### config.mk
export PLATFORM = sky130hd
export DESIGN_NAME = mod_updown_counter_flat
export DESIGN_NICKNAME = d
export VERILOG_FILES = /design/src/rtl/mod_updown_counter_pkg.sv /design/src/rtl/mod_updown_counter_if.sv /design/src/rtl/mod_updown_counter_updown_step.sv /design/src/rtl/mod_updown_counter.sv /design/src/flat_wrapper.sv
export SDC_FILE = /design/constraint.sdc
export NUM_CORES = 1
export LEC_CHECK = 0
export BUFFER_PORTS_ARGS = -buffer_cell sky130_fd_sc_hd__buf_2
export CORE_MARGIN = 1
export CORE_UTILIZATION = 52
export CTS_CLUSTER_DIAMETER = 200
export DETAILED_ROUTE_END_ITERATION = 7
export GPL_TIMING_DRIVEN = 1
export PLACE_DENSITY_LB_ADDON = 0.25
export RECOVER_POWER = 50
export SLEW_MARGIN = 40
export SYNTH_ARGS = -nofsm -noshare
export SYNTH_HDL_FRONTEND = slang
export SYNTH_HIERARCHICAL = 1
export SYNTH_SLANG_ARGS = --single-unit
### constraint.sdc
create_clock -name clk -period 2.75 [get_ports clk]
set_clock_uncertainty 0.1 [all_clocks]
set_input_delay 0.4125 -clock clk [delete_from_list [all_inputs] [get_ports clk]]
set_output_delay 0.4125 -clock clk [all_outputs]
set_load 0.1 [all_outputs]
### src/rtl/mod_updown_counter_pkg.sv
// Shared types for the up/down counter: count direction and boundary behaviour.
package counter_pkg;

  typedef enum logic {
    DIR_DOWN = 1'b0,
    DIR_UP   = 1'b1
  } dir_e;

  typedef enum logic {
    MODE_WRAP = 1'b0,
    MODE_SAT  = 1'b1
  } mode_e;

  localparam int unsigned DEF_WIDTH = 4;

endpackage

### src/rtl/mod_updown_counter_if.sv
// Control/status bundle for the up/down counter; the master side drives it.
interface mod_updown_counter_if #(
  parameter int unsigned WIDTH = counter_pkg::DEF_WIDTH
);

  logic             en;
  logic             load;
  logic [WIDTH-1:0] data;
  logic             up_down;
  logic [WIDTH-1:0] limit;
  logic             sat_mode;
  logic [WIDTH-1:0] count;
  logic             tc;
  logic             sat;
  logic             at_max;
  logic             at_min;

  modport master (
    output en, load, data, up_down, limit, sat_mode,
    input  count, tc, sat, at_max, at_min
  );

  modport slave (
    input  en, load, data, up_down, limit, sat_mode,
    output count, tc, sat, at_max, at_min
  );

endinterface

### src/rtl/mod_updown_counter_updown_step.sv
// Combinational single-step rule: next count plus terminal-count/saturation flags.
module updown_step
  import counter_pkg::*;
#(
  parameter int unsigned WIDTH = DEF_WIDTH
) (
  input  logic [WIDTH-1:0] i_count,
  input  logic [WIDTH-1:0] i_limit,
  input  dir_e             i_dir,
  input  mode_e            i_mode,
  output logic [WIDTH-1:0] o_next,
  output logic             o_tc,
  output logic             o_sat
);

  // Next-count decode; +1 only when count < limit, so it never overflows WIDTH bits
  always_comb begin
    o_next = i_count;
    o_tc   = 1'b0;
    o_sat  = 1'b0;
    if (i_dir == DIR_UP) begin
      if (i_count < i_limit) begin
        o_next = i_count + WIDTH'(1);
      end else if (i_mode == MODE_WRAP) begin
        o_next = '0;
        o_tc   = 1'b1;
      end else begin
        o_next = i_limit;
        o_sat  = 1'b1;
      end
    end else begin
      if (i_count > i_limit) begin
        // Limit was lowered under us: snap back into range silently
        o_next = i_limit;
      end else if (i_count != '0) begin
        o_next = i_count - WIDTH'(1);
      end else if (i_mode == MODE_WRAP) begin
        o_next = i_limit;
        o_tc   = 1'b1;
      end else begin
        o_sat  = 1'b1;
      end
    end
  end

endmodule

### src/rtl/mod_updown_counter.sv
// Up/down modulo counter: registers plus the rst > load > en priority mux.
module mod_updown_counter
  import counter_pkg::*;
#(
  parameter int unsigned    WIDTH   = DEF_WIDTH,
  parameter logic [WIDTH-1:0] RST_VAL = '0
) (
  input logic                 clk,
  input logic                 rst,
  mod_updown_counter_if.slave bus
);

  logic [WIDTH-1:0] r_count;
  logic             r_tc;
  logic             r_sat;

  logic [WIDTH-1:0] w_next;
  logic             w_tc;
  logic             w_sat;
  logic [WIDTH-1:0] w_load_val;

  updown_step #(
    .WIDTH (WIDTH)
  ) u_step (
    .i_count (r_count),
    .i_limit (bus.limit),
    .i_dir   (dir_e'(bus.up_down)),
    .i_mode  (mode_e'(bus.sat_mode)),
    .o_next  (w_next),
    .o_tc    (w_tc),
    .o_sat   (w_sat)
  );

  assign w_load_val = (bus.data > bus.limit) ? bus.limit : bus.data;

  // State update; pulses default low so each lasts exactly one cycle
  always_ff @(posedge clk) begin
    if (rst) begin
      r_count <= RST_VAL;
      r_tc    <= 1'b0;
      r_sat   <= 1'b0;
    end else if (bus.load) begin
      r_count <= w_load_val;
      r_tc    <= 1'b0;
      r_sat   <= 1'b0;
    end else if (bus.en) begin
      r_count <= w_next;
      r_tc    <= w_tc;
      r_sat   <= w_sat;
    end else begin
      r_tc    <= 1'b0;
      r_sat   <= 1'b0;
    end
  end

  assign bus.count  = r_count;
  assign bus.tc     = r_tc;
  assign bus.sat    = r_sat;
  assign bus.at_max = (r_count == bus.limit);
  assign bus.at_min = (r_count == '0);

endmodule

### src/flat_wrapper.sv
// flat-port wrapper written by rule: the top's interface ports become plain ports
module mod_updown_counter_flat import counter_pkg::*;
#(
  parameter int unsigned    WIDTH   = DEF_WIDTH,
  parameter logic [WIDTH-1:0] RST_VAL = '0
)
  (clk, rst, bus_en, bus_load, bus_data, bus_up_down, bus_limit, bus_sat_mode, bus_count, bus_tc, bus_sat, bus_at_max, bus_at_min);
  mod_updown_counter_if #(.WIDTH(WIDTH)) bus_i ();
  input logic clk;
  input logic rst;
  input wire logic [$bits(bus_i.en)-1:0] bus_en;
  input wire logic [$bits(bus_i.load)-1:0] bus_load;
  input wire logic [$bits(bus_i.data)-1:0] bus_data;
  input wire logic [$bits(bus_i.up_down)-1:0] bus_up_down;
  input wire logic [$bits(bus_i.limit)-1:0] bus_limit;
  input wire logic [$bits(bus_i.sat_mode)-1:0] bus_sat_mode;
  output wire logic [$bits(bus_i.count)-1:0] bus_count;
  output wire logic [$bits(bus_i.tc)-1:0] bus_tc;
  output wire logic [$bits(bus_i.sat)-1:0] bus_sat;
  output wire logic [$bits(bus_i.at_max)-1:0] bus_at_max;
  output wire logic [$bits(bus_i.at_min)-1:0] bus_at_min;
  assign bus_i.en = bus_en;
  assign bus_i.load = bus_load;
  assign bus_i.data = bus_data;
  assign bus_i.up_down = bus_up_down;
  assign bus_i.limit = bus_limit;
  assign bus_i.sat_mode = bus_sat_mode;
  assign bus_count = bus_i.count;
  assign bus_tc = bus_i.tc;
  assign bus_sat = bus_i.sat;
  assign bus_at_max = bus_i.at_max;
  assign bus_at_min = bus_i.at_min;
  mod_updown_counter #(.WIDTH(WIDTH), .RST_VAL(RST_VAL)) u_core (.clk(clk), .rst(rst), .bus(bus_i));
endmodule
Yosys cells after proc, flatten, opt, wreduce, memory -nomap -nowiden. Cells that the tools add are included.

Register bits after elaboration: 6. Latch bits: 0. RAM bits: 0. Bits in read-only memories: 0. Bits of input ports: 14. Output and inout port bits: 8. Logic and storage cells: 35. Memories kept: 0.

Add/subtract/negate cells: 2. $mul: 0. Div/mod/pow operators: 0. Magnitude comparators: 3. Eq/ne operators: 2. Shift-type cells: 0. Muxes and demuxes: 19. Bitwise gates (word level): 1. Reductions and logical operators: 5.

Operators with widths (count): $mux 4 (9); $mux 1 (10); $gt 4x4->1 (2); $ne 5x3->1 const B (1); $add 4x1->4 const B (1); $eq 4x4->1 (1); $logic_not 4->1 (1); $lt 4x4->1 (1); $reduce_bool 4->1 (1); $sub 4x1->4 const B (1); $reduce_or 3->1 (1); $reduce_and 2->1 (1); $reduce_bool 2->1 (1); $not 1->1 (1).

Longest topological paths before layout.
Depth after elaboration: 6. Mapped depth: 10. Gate-level depth less buffers: 10.

Hierarchy. The synthesis kept the hierarchy.

By module, submodules not included: mod_updown_counter (instances 1, cells an instance 59, area each 511.7 um^2, seq. area each 120.1 um^2); updown_step (instances 1, cells an instance 51, area each 339.1 um^2, seq. area each 0.0 um^2).

Worst setup path after synthesis. OpenSTA, ideal clock, no wires.

Path kind: reg2out. Start: reg u_core.r_count[1], in the netlist u_core/bus.count[1]. End: out bus_at_max. Arrival time: 4.162 ns. Data required time: 2.237 ns. Slack: -1.925 ns. Stages on the path, launching flop included: 3. Buffers on the path: 0. Cells stage by stage: dfxtp_1 -> xor2_1 -> nor4_1.

Word-level cells in the longest chain between the ends: 1.

Ends and longest elaborated chain: from (decl) (line mod_updown_counter.sv:13) `logic [WIDTH-1:0] r_count;`; from (signal assigned) (line mod_updown_counter.sv:43) `r_count <= w_load_val;`; from (signal assigned) (line mod_updown_counter.sv:47) `r_count <= w_next;`; $eq 4x4->1 (line mod_updown_counter.sv:59) `assign bus.at_max = (r_count == bus.limit);`; to (decl) (line flat_wrapper.sv:20) `output wire logic [$bits(bus_i.at_max)-1:0] bus_at_max;`.

Every way passes these cells.

Worst setup path after layout.
Start: reg u_core.r_count[3], in the netlist u_core/bus.count[3]. End: reg u_core.r_count[2], in the netlist u_core/bus.count[2].

Word-level cells in the longest chain between the ends: 6. Elaborated cells between the ends (all ways): 11. Classes of those cells: order compare (2); eq/ne (1); mux (6); reduce/logical (2).

Ends and longest elaborated chain: parallel branches: the longest is 3 deep, another holds $gt 4x4->1; $mux 4 (*) (line mod_updown_counter_updown_step.sv:21) `if (i_dir == DIR_UP) begin`; net u_core.w_next[2] (line mod_updown_counter.sv:17) `logic [WIDTH-1:0] w_next;`; $mux 4 (*) (line mod_updown_counter.sv:46) `end else if (bus.en) begin`; $mux 4 (*) (line mod_updown_counter.sv:42) `end else if (bus.load) begin`.

Mark *: on every way through the listed nets, which the timed path passes. The select of a mux whose other input is x is not followed. A chain may end at the register's enable or synchronous reset.

==> metrics.csv <==
metric;value;unit
setup_viol;0;
rsz0062_at_grt;no;
slew_violations;0;
drive_gt1_frac;0.279;
cp-start-kind;flop;
drc;0;
cts_tree;yes;
yosysSeqAreaShare;0.141;
wl_per_cell;13.3;um
grt_max_degree;11;
cts_sinks;6;
clkTransAtPathRegs;0.05;ns
power_density;484;mW/mm^2
hold_viol_final;0;
hold_buffers;0;
outcome;completed;
period_share;0.879;
grt_pass1_wl;3.58;mm
arrival;2.46;ns
via_per_inst;5.83;
synth.ff_latch_count;6;
antenna_found_initial;0;
cap_violations;0;
num_antenna_cells;0;
post_cts_buffers;0;
fp.coreArea;0.00152;mm^2
cts_buffers;3;
cts_buffer_depth;2;
htreeDepth;1;
p_leak;0.000476;uW
dp_hpwl;1.67;mm
cp_common_cell;nand2_1;
slew-limit-headroom;0.226;
crit_slowest_cell;dfxtp_2;
mappedNetlistNets;134;
syn_area;851;um^2
dpl_cell_area;0.00103;mm^2
required;2.79;ns
port_buffers;21;
rows;14;
min_path_type;primary input to flop;
dieArea;0.00180;mm^2
io_pins;22;
synth_cell_types;32;
die_y;42.5;um
critPathKind;flop to flop;
synthCells;110;
ctsResizeCount;0;
gp_congestion;0.867;
syn_avg_cell_area;7.73;um^2
fp.dieW;42.5;um
gr-usage-all-layers;0.260;
ys_warn_count;6;
setup_tns;0;ns
cp_cell_sequence;ha_1, nand2_1, a21oi_1, o22ai_2, o211a_1, o221ai_1, mux2_2, nand2_1, a221oi_2;
post-route-min-period;2.42;ns
start_util;0.558;
grt_pass1_vias;875;
final_antenna_net_count;0;
tightest_slew;1.17;ns
fin_area;0.00104;mm^2
drt_pre_antenna_iters;4;
ir_drop;418;uV
critPathCaptureType;flop;
layout.nets;162;
max_freq;414;MHz
syn_to_final_growth;21.9;%
max_stage_delay;0.39;ns
overflow;0;
cts-root-buf;clkbuf_4;
clkLatencyLatePin;0.24;ns
drt-total-wl;2.03;mm
drt_iter0_drc;11;
crit_fanout;10;
dr_total_vias;886;
==> state kept, by name (all words and copies together) (netlist names) <==
register,flops
u_core/bus.sat,1
u_core/bus.count,4
u_core/bus.tc,1
==> area by class of cell <==
class	instances	area (um^2)
Clock buffer	3	22.5
Fill cell	154	487
Inverter	13	48.8
Multi-Input combinational cell	91	708
Sequential cell	6	125
Tap cell	16	20.0
Timing Repair Buffer	23	113
==> synth_stat cells <==
library cell | number | share of area
nor2_1 | 8 | 0.035
a21oi_4 | 1 | 0.019
o21a_1 | 1 | 0.0088
nand4_4 | 1 | 0.025
xnor2_1 | 1 | 0.010
nor3_1 | 7 | 0.041
o211a_1 | 1 | 0.012
a21oi_1 | 3 | 0.018
o211ai_1 | 5 | 0.044
nor3b_2 | 1 | 0.015
inv_1 | 13 | 0.057
and3_1 | 2 | 0.015
xor2_1 | 5 | 0.051
o21ai_1 | 1 | 0.0059
o221ai_1 | 4 | 0.041
a31oi_1 | 1 | 0.0074
nor3b_1 | 1 | 0.0088
and2b_2 | 1 | 0.010
nand2_1 | 13 | 0.057
dfxtp_1 | 6 | 0.14
a21oi_2 | 1 | 0.010
nand3_1 | 5 | 0.029
or3_1 | 1 | 0.0074
o22ai_2 | 1 | 0.015
a221oi_2 | 1 | 0.018
nand2b_1 | 3 | 0.022
nand2_2 | 1 | 0.0074
ha_1 | 10 | 0.15
mux2_2 | 5 | 0.066
nand3b_1 | 1 | 0.0088
a221oi_1 | 3 | 0.031
nor4_1 | 2 | 0.015
==> metal layers <==
layer,GRT usage,part of all wire
met1,0.285,0.41
met2,0.492,0.54
met3,0.0690,0.040
met4,0.0563,0
met5,0,0
==> final timing paths <==
path	from	to	slack, ns	cells past startpoint
setup reg to reg	u_core/bus.count[3]	u_core/bus.count[2]	0.33	9
setup / recovery	u_core/bus.count[3]	u_core/bus.count[2]	0.33	9
hold reg to reg	u_core/bus.count[3]	u_core/bus.count[3]	0.75	3
hold / removal	bus_en	u_core/bus.sat	0.38	2
==> kinds of logic after synthesis <==
group,after synthesis,synth area share
AO/OA/AOI/OAI,23,0.229
buffers and inverters,13,0.0574
AND/OR/NAND/NOR,47,0.297
adder cells (fa/ha/maj),10,0.147
XOR/XNOR,6,0.0618
multiplexers,5,0.0662
flip-flops,6,0.141
==> stage by stage <==
stage               hold WS [ns]  power [uW]  cells  worst slack (ns)   util
floorplan                  0.458         360    110             0.167      -
finish                     0.385         502    152             0.333  0.681
global route               0.403         540    152             0.167  0.681
global placement           0.631         420    149             0.361  0.673
detailed placement         0.640         427    149             0.240  0.673
CTS                        0.387         509    152             0.421  0.688
==> power breakdown <==
part           total, uW  internal, uW  switching (uW)
Sequential           116          96.5            19.5
Combinational        307           102             205
Clock               79.7          49.3            30.4
Total                502           248             255
==> cells in the final DEF, fill, tap and decap left out, drive strengths merged, types with 2 or more instances in the layout <==
master,Yosys,routed
nor3b,2,2
nand3,5,5
buf,0,17
mux2,5,5
dfxtp,6,6
a221oi,4,4
nor2,8,8
xor2,5,5
o221ai,4,4
o211ai,5,5
clkbuf,0,9
nor4,2,2
ha,10,10
a21oi,5,5
nor3,7,7
nand2,14,14
and3,2,2
inv,13,13
nand2b,3,3
==> worst max-delay path: cells and delay by family (launching register included) <==
kind                     cells  cell delay, ns
AO/OA/AOI/OAI                5            1.18
flip-flops                   1            0.39
adder cells (fa/ha/maj)      1            0.32
multiplexers                 1            0.19
AND/OR/NAND/NOR              2            0.15
Note: power is estimated with default switching activity, not from simulation.
